<file path="config.mk">
export PLATFORM = sky130hd
export DESIGN_NAME = axil_sys_if_bridge_flat
export DESIGN_NICKNAME = d
export VERILOG_FILES = /design/src/rtl/axil_sys_if_bridge_pkg.sv /design/src/rtl/axil_sys_if_bridge_if.sv /design/src/rtl/axil_sys_if_bridge.sv /design/src/flat_wrapper.sv
export SDC_FILE = /design/constraint.sdc
export NUM_CORES = 1
export LEC_CHECK = 0
export ABC_AREA = 1
export CAP_MARGIN = 20
export CORE_MARGIN = 2
export CORE_UTILIZATION = 30
export DETAILED_ROUTE_END_ITERATION = 7
export GPL_TIMING_DRIVEN = 0
export PLACE_DENSITY = 0.66
export SYNTH_ARGS = -nofsm -noshare
export SYNTH_HDL_FRONTEND = slang
export SYNTH_SLANG_ARGS = --single-unit
</file>
<file path="constraint.sdc">
create_clock -name sys_if_clk -period 2.9 [get_ports sys_if_clk]
set_clock_uncertainty 0.15 [all_clocks]
set_input_delay 0.58 -clock sys_if_clk [delete_from_list [all_inputs] [get_ports sys_if_clk]]
set_output_delay 0.58 -clock sys_if_clk [all_outputs]
set_load 0.01 [all_outputs]
</file>
<file path="src/rtl/axil_sys_if_bridge_pkg.sv">
`default_nettype none
// ============================================================================
// Module   : axil_sys_if_pkg
// Brief    : Shared types and constants for the AXI4-Lite to sys_if bridge.
// Revision : 1.0 - initial release
// ============================================================================
package axil_sys_if_pkg;

    typedef enum logic [2:0] {
        ST_IDLE    = 3'd0,
        ST_WR_EXEC = 3'd1,
        ST_WR_RESP = 3'd2,
        ST_RD_WAIT = 3'd3,
        ST_RD_RESP = 3'd4
    } state_e;

    localparam logic [1:0] RESP_OKAY   = 2'b00;
    localparam logic [1:0] RESP_SLVERR = 2'b10;
    localparam logic [3:0] FULL_STRB   = 4'hF;

    // Register file is word addressed; byte offset bits are dropped.
    function automatic logic [31:0] word_addr(input logic [31:0] a);
        return a & 32'hFFFF_FFFC;
    endfunction

endpackage
`default_nettype wire

</file>
<file path="src/rtl/axil_sys_if_bridge_if.sv">
`default_nettype none
// ============================================================================
// Module   : axil_sys_if_bridge_if
// Brief    : AXI4-Lite slave channels plus the sys_if register bus.
// Revision : 1.0 - initial release
// ============================================================================
interface axil_sys_if_bridge_if #(
    parameter int AXI_ADDR_WIDTH = 12
);
    logic [AXI_ADDR_WIDTH-1:0] s_axil_awaddr;
    logic                      s_axil_awvalid;
    logic                      s_axil_awready;
    logic [31:0]               s_axil_wdata;
    logic [3:0]                s_axil_wstrb;
    logic                      s_axil_wvalid;
    logic                      s_axil_wready;
    logic [1:0]                s_axil_bresp;
    logic                      s_axil_bvalid;
    logic                      s_axil_bready;
    logic [AXI_ADDR_WIDTH-1:0] s_axil_araddr;
    logic                      s_axil_arvalid;
    logic                      s_axil_arready;
    logic [31:0]               s_axil_rdata;
    logic [1:0]                s_axil_rresp;
    logic                      s_axil_rvalid;
    logic                      s_axil_rready;
    logic                      sys_if_wen;
    logic [31:0]               sys_if_addr;
    logic [31:0]               sys_if_wdata;
    logic [31:0]               sys_if_rdata;

    modport slave (
        input  s_axil_awaddr, s_axil_awvalid, s_axil_wdata, s_axil_wstrb,
               s_axil_wvalid, s_axil_bready, s_axil_araddr, s_axil_arvalid,
               s_axil_rready, sys_if_rdata,
        output s_axil_awready, s_axil_wready, s_axil_bresp, s_axil_bvalid,
               s_axil_arready, s_axil_rdata, s_axil_rresp, s_axil_rvalid,
               sys_if_wen, sys_if_addr, sys_if_wdata
    );

    modport master (
        output s_axil_awaddr, s_axil_awvalid, s_axil_wdata, s_axil_wstrb,
               s_axil_wvalid, s_axil_bready, s_axil_araddr, s_axil_arvalid,
               s_axil_rready, sys_if_rdata,
        input  s_axil_awready, s_axil_wready, s_axil_bresp, s_axil_bvalid,
               s_axil_arready, s_axil_rdata, s_axil_rresp, s_axil_rvalid,
               sys_if_wen, sys_if_addr, sys_if_wdata
    );
endinterface
`default_nettype wire

</file>
<file path="src/rtl/axil_sys_if_bridge.sv">
`default_nettype none
// ============================================================================
// Module   : axil_sys_if_bridge
// Brief    : AXI4-Lite slave serialising host accesses onto the sys_if bus.
// Revision : 1.0 - initial release
// ============================================================================
module axil_sys_if_bridge
    import axil_sys_if_pkg::*;
#(
    parameter int AXI_ADDR_WIDTH = 12,
    parameter int RD_WAIT        = 1
) (
    input logic                 sys_if_clk,
    input logic                 sys_if_rst,
    axil_sys_if_bridge_if.slave bus
);

    localparam logic [3:0] C_WAIT_LOAD = 4'(RD_WAIT - 1);

    state_e      state_q, state_d;
    logic        last_was_write_q, last_was_write_d;
    logic [3:0]  wait_cnt_q, wait_cnt_d;
    logic [31:0] addr_q, addr_d;
    logic [31:0] wdata_q, wdata_d;
    logic [31:0] rdata_q, rdata_d;
    logic [1:0]  bresp_q, bresp_d;
    logic        wen_q, wen_d;
    logic        bvalid_q, bvalid_d;
    logic        rvalid_q, rvalid_d;

    logic w_idle;
    logic w_wr_req;
    logic w_rd_req;
    logic w_grant_wr;
    logic w_grant_rd;

    // Write needs both AW and W present; on contention the flag alternates.
    always_comb begin
        w_idle     = (state_q == ST_IDLE);
        w_wr_req   = bus.s_axil_awvalid && bus.s_axil_wvalid;
        w_rd_req   = bus.s_axil_arvalid;
        w_grant_wr = w_idle && w_wr_req && (!w_rd_req || !last_was_write_q);
        w_grant_rd = w_idle && w_rd_req && (!w_wr_req || last_was_write_q);
    end

    always_comb begin
        state_d          = state_q;
        last_was_write_d = last_was_write_q;
        wait_cnt_d       = wait_cnt_q;
        addr_d           = addr_q;
        wdata_d          = wdata_q;
        rdata_d          = rdata_q;
        bresp_d          = bresp_q;
        wen_d            = 1'b0;
        bvalid_d         = bvalid_q;
        rvalid_d         = rvalid_q;

        unique case (state_q)
            ST_IDLE: begin
                if (w_grant_wr) begin
                    state_d          = ST_WR_EXEC;
                    last_was_write_d = 1'b1;
                    addr_d           = word_addr(32'(bus.s_axil_awaddr[AXI_ADDR_WIDTH-1:0]));
                    wdata_d          = bus.s_axil_wdata;
                    wen_d            = (bus.s_axil_wstrb == FULL_STRB);
                    bresp_d          = (bus.s_axil_wstrb == FULL_STRB) ? RESP_OKAY : RESP_SLVERR;
                end else if (w_grant_rd) begin
                    state_d          = ST_RD_WAIT;
                    last_was_write_d = 1'b0;
                    addr_d           = word_addr(32'(bus.s_axil_araddr[AXI_ADDR_WIDTH-1:0]));
                    wait_cnt_d       = C_WAIT_LOAD;
                end
            end
            ST_WR_EXEC: begin
                bvalid_d = 1'b1;
                state_d  = ST_WR_RESP;
            end
            ST_WR_RESP: begin
                if (bus.s_axil_bready) begin
                    bvalid_d = 1'b0;
                    state_d  = ST_IDLE;
                end
            end
            ST_RD_WAIT: begin
                if (wait_cnt_q == 4'd0) begin
                    rdata_d  = bus.sys_if_rdata;
                    rvalid_d = 1'b1;
                    state_d  = ST_RD_RESP;
                end else begin
                    wait_cnt_d = wait_cnt_q - 4'd1;
                end
            end
            ST_RD_RESP: begin
                if (bus.s_axil_rready) begin
                    rvalid_d = 1'b0;
                    state_d  = ST_IDLE;
                end
            end
            default: begin
                state_d = ST_IDLE;
            end
        endcase
    end

    always_ff @(posedge sys_if_clk or posedge sys_if_rst) begin
        if (sys_if_rst) begin
            state_q          <= ST_IDLE;
            last_was_write_q <= 1'b0;
            wait_cnt_q       <= 4'd0;
            addr_q           <= 32'd0;
            wdata_q          <= 32'd0;
            rdata_q          <= 32'd0;
            bresp_q          <= RESP_OKAY;
            wen_q            <= 1'b0;
            bvalid_q         <= 1'b0;
            rvalid_q         <= 1'b0;
        end else begin
            state_q          <= state_d;
            last_was_write_q <= last_was_write_d;
            wait_cnt_q       <= wait_cnt_d;
            addr_q           <= addr_d;
            wdata_q          <= wdata_d;
            rdata_q          <= rdata_d;
            bresp_q          <= bresp_d;
            wen_q            <= wen_d;
            bvalid_q         <= bvalid_d;
            rvalid_q         <= rvalid_d;
        end
    end

    assign bus.s_axil_awready = w_grant_wr;
    assign bus.s_axil_wready  = w_grant_wr;
    assign bus.s_axil_arready = w_grant_rd;
    assign bus.s_axil_bresp   = bresp_q;
    assign bus.s_axil_bvalid  = bvalid_q;
    assign bus.s_axil_rdata   = rdata_q;
    assign bus.s_axil_rresp   = RESP_OKAY;
    assign bus.s_axil_rvalid  = rvalid_q;
    assign bus.sys_if_wen     = wen_q;
    assign bus.sys_if_addr    = addr_q;
    assign bus.sys_if_wdata   = wdata_q;

endmodule
`default_nettype wire
</file>
<file path="src/flat_wrapper.sv">
// flat-port wrapper written by rule: the top's interface ports become plain ports
module axil_sys_if_bridge_flat import axil_sys_if_pkg::*;
#(
    parameter int AXI_ADDR_WIDTH = 12,
    parameter int RD_WAIT        = 1
)
  (sys_if_clk, sys_if_rst, bus_s_axil_awaddr, bus_s_axil_awvalid, bus_s_axil_wdata, bus_s_axil_wstrb, bus_s_axil_wvalid, bus_s_axil_bready, bus_s_axil_araddr, bus_s_axil_arvalid, bus_s_axil_rready, bus_sys_if_rdata, bus_s_axil_awready, bus_s_axil_wready, bus_s_axil_bresp, bus_s_axil_bvalid, bus_s_axil_arready, bus_s_axil_rdata, bus_s_axil_rresp, bus_s_axil_rvalid, bus_sys_if_wen, bus_sys_if_addr, bus_sys_if_wdata);
  axil_sys_if_bridge_if #(.AXI_ADDR_WIDTH(AXI_ADDR_WIDTH)) bus_i ();
  input logic sys_if_clk;
  input logic sys_if_rst;
  input wire logic [$bits(bus_i.s_axil_awaddr)-1:0] bus_s_axil_awaddr;
  input wire logic [$bits(bus_i.s_axil_awvalid)-1:0] bus_s_axil_awvalid;
  input wire logic [$bits(bus_i.s_axil_wdata)-1:0] bus_s_axil_wdata;
  input wire logic [$bits(bus_i.s_axil_wstrb)-1:0] bus_s_axil_wstrb;
  input wire logic [$bits(bus_i.s_axil_wvalid)-1:0] bus_s_axil_wvalid;
  input wire logic [$bits(bus_i.s_axil_bready)-1:0] bus_s_axil_bready;
  input wire logic [$bits(bus_i.s_axil_araddr)-1:0] bus_s_axil_araddr;
  input wire logic [$bits(bus_i.s_axil_arvalid)-1:0] bus_s_axil_arvalid;
  input wire logic [$bits(bus_i.s_axil_rready)-1:0] bus_s_axil_rready;
  input wire logic [$bits(bus_i.sys_if_rdata)-1:0] bus_sys_if_rdata;
  output wire logic [$bits(bus_i.s_axil_awready)-1:0] bus_s_axil_awready;
  output wire logic [$bits(bus_i.s_axil_wready)-1:0] bus_s_axil_wready;
  output wire logic [$bits(bus_i.s_axil_bresp)-1:0] bus_s_axil_bresp;
  output wire logic [$bits(bus_i.s_axil_bvalid)-1:0] bus_s_axil_bvalid;
  output wire logic [$bits(bus_i.s_axil_arready)-1:0] bus_s_axil_arready;
  output wire logic [$bits(bus_i.s_axil_rdata)-1:0] bus_s_axil_rdata;
  output wire logic [$bits(bus_i.s_axil_rresp)-1:0] bus_s_axil_rresp;
  output wire logic [$bits(bus_i.s_axil_rvalid)-1:0] bus_s_axil_rvalid;
  output wire logic [$bits(bus_i.sys_if_wen)-1:0] bus_sys_if_wen;
  output wire logic [$bits(bus_i.sys_if_addr)-1:0] bus_sys_if_addr;
  output wire logic [$bits(bus_i.sys_if_wdata)-1:0] bus_sys_if_wdata;
  assign bus_i.s_axil_awaddr = bus_s_axil_awaddr;
  assign bus_i.s_axil_awvalid = bus_s_axil_awvalid;
  assign bus_i.s_axil_wdata = bus_s_axil_wdata;
  assign bus_i.s_axil_wstrb = bus_s_axil_wstrb;
  assign bus_i.s_axil_wvalid = bus_s_axil_wvalid;
  assign bus_i.s_axil_bready = bus_s_axil_bready;
  assign bus_i.s_axil_araddr = bus_s_axil_araddr;
  assign bus_i.s_axil_arvalid = bus_s_axil_arvalid;
  assign bus_i.s_axil_rready = bus_s_axil_rready;
  assign bus_i.sys_if_rdata = bus_sys_if_rdata;
  assign bus_s_axil_awready = bus_i.s_axil_awready;
  assign bus_s_axil_wready = bus_i.s_axil_wready;
  assign bus_s_axil_bresp = bus_i.s_axil_bresp;
  assign bus_s_axil_bvalid = bus_i.s_axil_bvalid;
  assign bus_s_axil_arready = bus_i.s_axil_arready;
  assign bus_s_axil_rdata = bus_i.s_axil_rdata;
  assign bus_s_axil_rresp = bus_i.s_axil_rresp;
  assign bus_s_axil_rvalid = bus_i.s_axil_rvalid;
  assign bus_sys_if_wen = bus_i.sys_if_wen;
  assign bus_sys_if_addr = bus_i.sys_if_addr;
  assign bus_sys_if_wdata = bus_i.sys_if_wdata;
  axil_sys_if_bridge #(.AXI_ADDR_WIDTH(AXI_ADDR_WIDTH), .RD_WAIT(RD_WAIT)) u_core (.sys_if_clk(sys_if_clk), .sys_if_rst(sys_if_rst), .bus(bus_i));
endmodule
</file>
==> run_results.csv <==
group,metric,value,unit
global_routing,grtUsageMet2,24.78,%
finish,final_cell_area,6381,um2
setup_path,crit_arrival,2.07,ns
cts,cts_max_path_buffers,2,
global_routing,grt_max_degree,40,
drt,first_pass_iters,5,
setup_path,crit_required,2.17,ns
logic_synthesis,ys_seq_elements,86,
run,cap_violations,0,
drt,drt-initial-drc-count,126,
setup_path,critPathMaxFanout,10,
die,start_util,30.91,%
logic_synthesis,ys_types,25,
setup_path,critical_path_class,"in -> out",
drt,via_per_inst,4.142,
global_routing,busiest_layer,"met2",
global_routing,grt_util_met3,6.660,%
placed_design,portBuffers,175,
cts,path_clk_slew,0.06,ns
cts,clock_latency,0.34,ns
global_routing,grt_overflow_total,0,
drt,antenna_left,0,
logic_synthesis,yosys.area_share.simple,24.98,%
timing,setup_viol,0,
cts,hold_buffers,0,
drt,detail_route.wl_per_cell,11.99,um
placed_design,gp_congestion,0.7676,
power,cellPowerDensity,947.0,nW/um2
min_path,hold_class,"reg -> reg",
finish,finalNetCount,790,
die,die_area,14040,um2
logic_synthesis,synth_area,3933,um2
die,core_area,12720,um2
logic_synthesis,synth.avg_cell_area,8.279,um2
run_status,status,"complete, no violations",
cts,cts_max_level,3,
drt,totalWireLength,10.38,mm
timing,final.min_clock_period,2.803,ns
setup_path,startpoint_type,"primary input",
global_routing,grt_pass1_vias,3602,
cts,cts_tree,"built",
power,ir_drop,0.4539,mV
logic_synthesis,ys_warn_count,0,
cts,cts.sinks,86,
global_routing,antenna_found_initial,0,
logic_synthesis,synthMuxAreaShare,0,%
global_routing,grtUsageMet1,17.19,%
logic_synthesis,yosysSeqAreaShare,54.72,%
finish,final_core_util,50.16,%
finish,diodes,0,
logic_synthesis,synthAdderAreaFrac,0.6363,%
placed_design,dp_hpwl,8.127,mm
global_routing,grt_usage,15.05,%
cts,cts_root_buffer,"clkbuf_16",
logic_synthesis,synth-xor-area-share,0.2227,%
timing,fin_crit_sh,96.64,%
setup_path,end_kind,"output pin",
timing,hold_viol_final,0,
logic_synthesis,synth_cells,475,
die,fp-row-count,41,
timing,hold_slack,0.3167,ns
timing,grt_setup_unrepaired,"no",
timing,fmax,356.8,MHz
drt,drc,0,
die,die_w,118.5,um
power,power,6.043,mW
global_routing,grt_pass1_wl,16.91,mm
drt,vias,3587,
die,io_pins,205,
die,die_y,118.5,um
cts,numCtsBuffers,9,
finish,syn_to_final_growth,62.27,%
placed_design,place_area,6033,um2
timing,report.final.slew_viol_count,0,
logic_synthesis,synth-compound-area-share,4.836,%
logic_synthesis,synth_top_family_by_area,"simple AND/OR/NAND/NOR gates",
finish,drive_gt1_share,10.66,%
power,leakagePower,3.291,nW
Yosys cell counts:
cell / n / area share, %
buf_2: 9 / 1.1
xor2_1: 1 / 0.22
conb_1: 1 / 0.095
ha_1: 2 / 0.64
o21ai_0: 14 / 1.8
nand4_1: 2 / 0.32
nor2_8: 1 / 0.51
nand3_2: 2 / 0.51
or2_2: 1 / 0.16
inv_1: 67 / 6.4
clkbuf_1: 2 / 0.19
buf_4: 28 / 5.3
buf_6: 4 / 1.1
clkbuf_2: 1 / 0.13
o21ai_2: 4 / 0.89
nor2_2: 1 / 0.16
nor2_4: 1 / 0.29
nor2_1: 9 / 0.86
a21oi_1: 1 / 0.13
nand2_2: 1 / 0.16
o21ai_1: 16 / 2.0
nand3_1: 32 / 4.1
dfrtp_1: 86 / 55
inv_4: 1 / 0.16
nand2_1: 188 / 18
critical path: stages:
cell	delay, ns
clkdlybuf4s50_1	0.46
nand3_4	0.16
nand3_2	0.13
buf_6	0.17
inv_1	0.05
clkdlybuf4s50_1	0.52
what timing repair did:
item / in CTS / in global routing
endpoints found under the setup margin: 3 / 0
gates resized for setup: 4 / 0
setup buffers: 3 / 0
cells by family after synthesis:
kind of cell    count (synthesis)
fa+ha+maj                       2
other cells                     1
compound gates                 35
flops                          86
xor+xnor                        1
simple gates                  238
buf+inv                       112
state kept, by name, indices dropped and copies added (netlist names):
register / flops
u_core.bus.s_axil_rdata: 32
u_core.bus.sys_if_wdata: 32
u_core.bus.sys_if_addr: 10
u_core.wait_cnt_q: 4
u_core.state_q: 3
u_core.bus.s_axil_bresp: 1
u_core.bus.s_axil_bvalid: 1
u_core.bus.s_axil_rvalid: 1
u_core.bus.sys_if_wen: 1
u_core.last_was_write_q: 1
worst paths after layout:
| path | end | from | depth (start not counted) | slack [ns] |
|---|---|---|---|---|
| hold / removal | u_core.bus.sys_if_wdata[29] | u_core.bus.sys_if_wdata[29] | 2 | 0.32 |
| hold reg to reg | u_core.bus.sys_if_wdata[29] | u_core.bus.sys_if_wdata[29] | 2 | 0.32 |
| min in group asynchronous | u_core.bus.sys_if_wdata[0] | sys_if_rst | 2 | 0.45 |
| setup reg to reg | u_core.bus.sys_if_addr[11] | u_core.state_q[0] | 8 | 1.16 |
| setup / recovery | bus_s_axil_arready | bus_s_axil_awvalid | 6 | 0.1 |
| max in group asynchronous | u_core.bus.sys_if_addr[3] | sys_if_rst | 3 | 1.61 |
stage by stage:
step                      setup slack (ns)  setup TNS (ns)  cells
final                              0.09747               0    866
after global placement             -0.2952         -0.5802    846
after floorplan                     0.8525               0    499
after detailed placement           -0.2860         -0.5786    848
after global routing              0.006891               0    866
after CTS                          0.09480               0    866
layer usage:
| metal | wire, um | vias to the layer above |
|---|---|---|
| li1 | - | 1805 |
| met1 | 4265 | 1622 |
| met2 | 4809 | 148 |
| met3 | 1139 | 12 |
| met4 | 168 | 0 |
| met5 | 0 | - |
area by class of cell:
type / instances / area (um2)
well taps: 172 / 215.2
fillers: 1250 / 6341
plain buffers: 43 / 311.5
inverters: 68 / 261.5
multi-input cells: 301 / 1313
clock inverters: 3 / 42.54
flip-flops and latches: 86 / 2152
repair buffers: 180 / 1826
clock buffers: 13 / 260.3
power breakdown:
part | internal, mW | switching [mW] | total, mW
logic | 1.48 | 1.32 | 2.80
clock network | 0.713 | 0.448 | 1.16
registers | 1.76 | 0.326 | 2.08
total | 3.95 | 2.09 | 6.04
cells in the final DEF, fill, tap and decap left out, types with 2 or more instances in the layout:
cell,Yosys,layout
o21ai_1,16,16
clkinvlp_4,0,2
ha_1,2,2
inv_1,67,66
nor2_1,9,9
nand4_1,2,2
buf_4,28,29
buf_12,0,3
clkdlybuf4s50_1,0,174
nand3_1,32,31
nand2_1,188,188
o21ai_2,4,4
buf_2,9,8
dfrtp_1,86,86
clkbuf_16,0,9
buf_6,4,5
nand3_2,2,2
o21ai_0,14,14
conb_1,1,25
clkbuf_1,2,4
clkbuf_8,0,2
No activity file was read; power rests on OpenSTA's default activity.
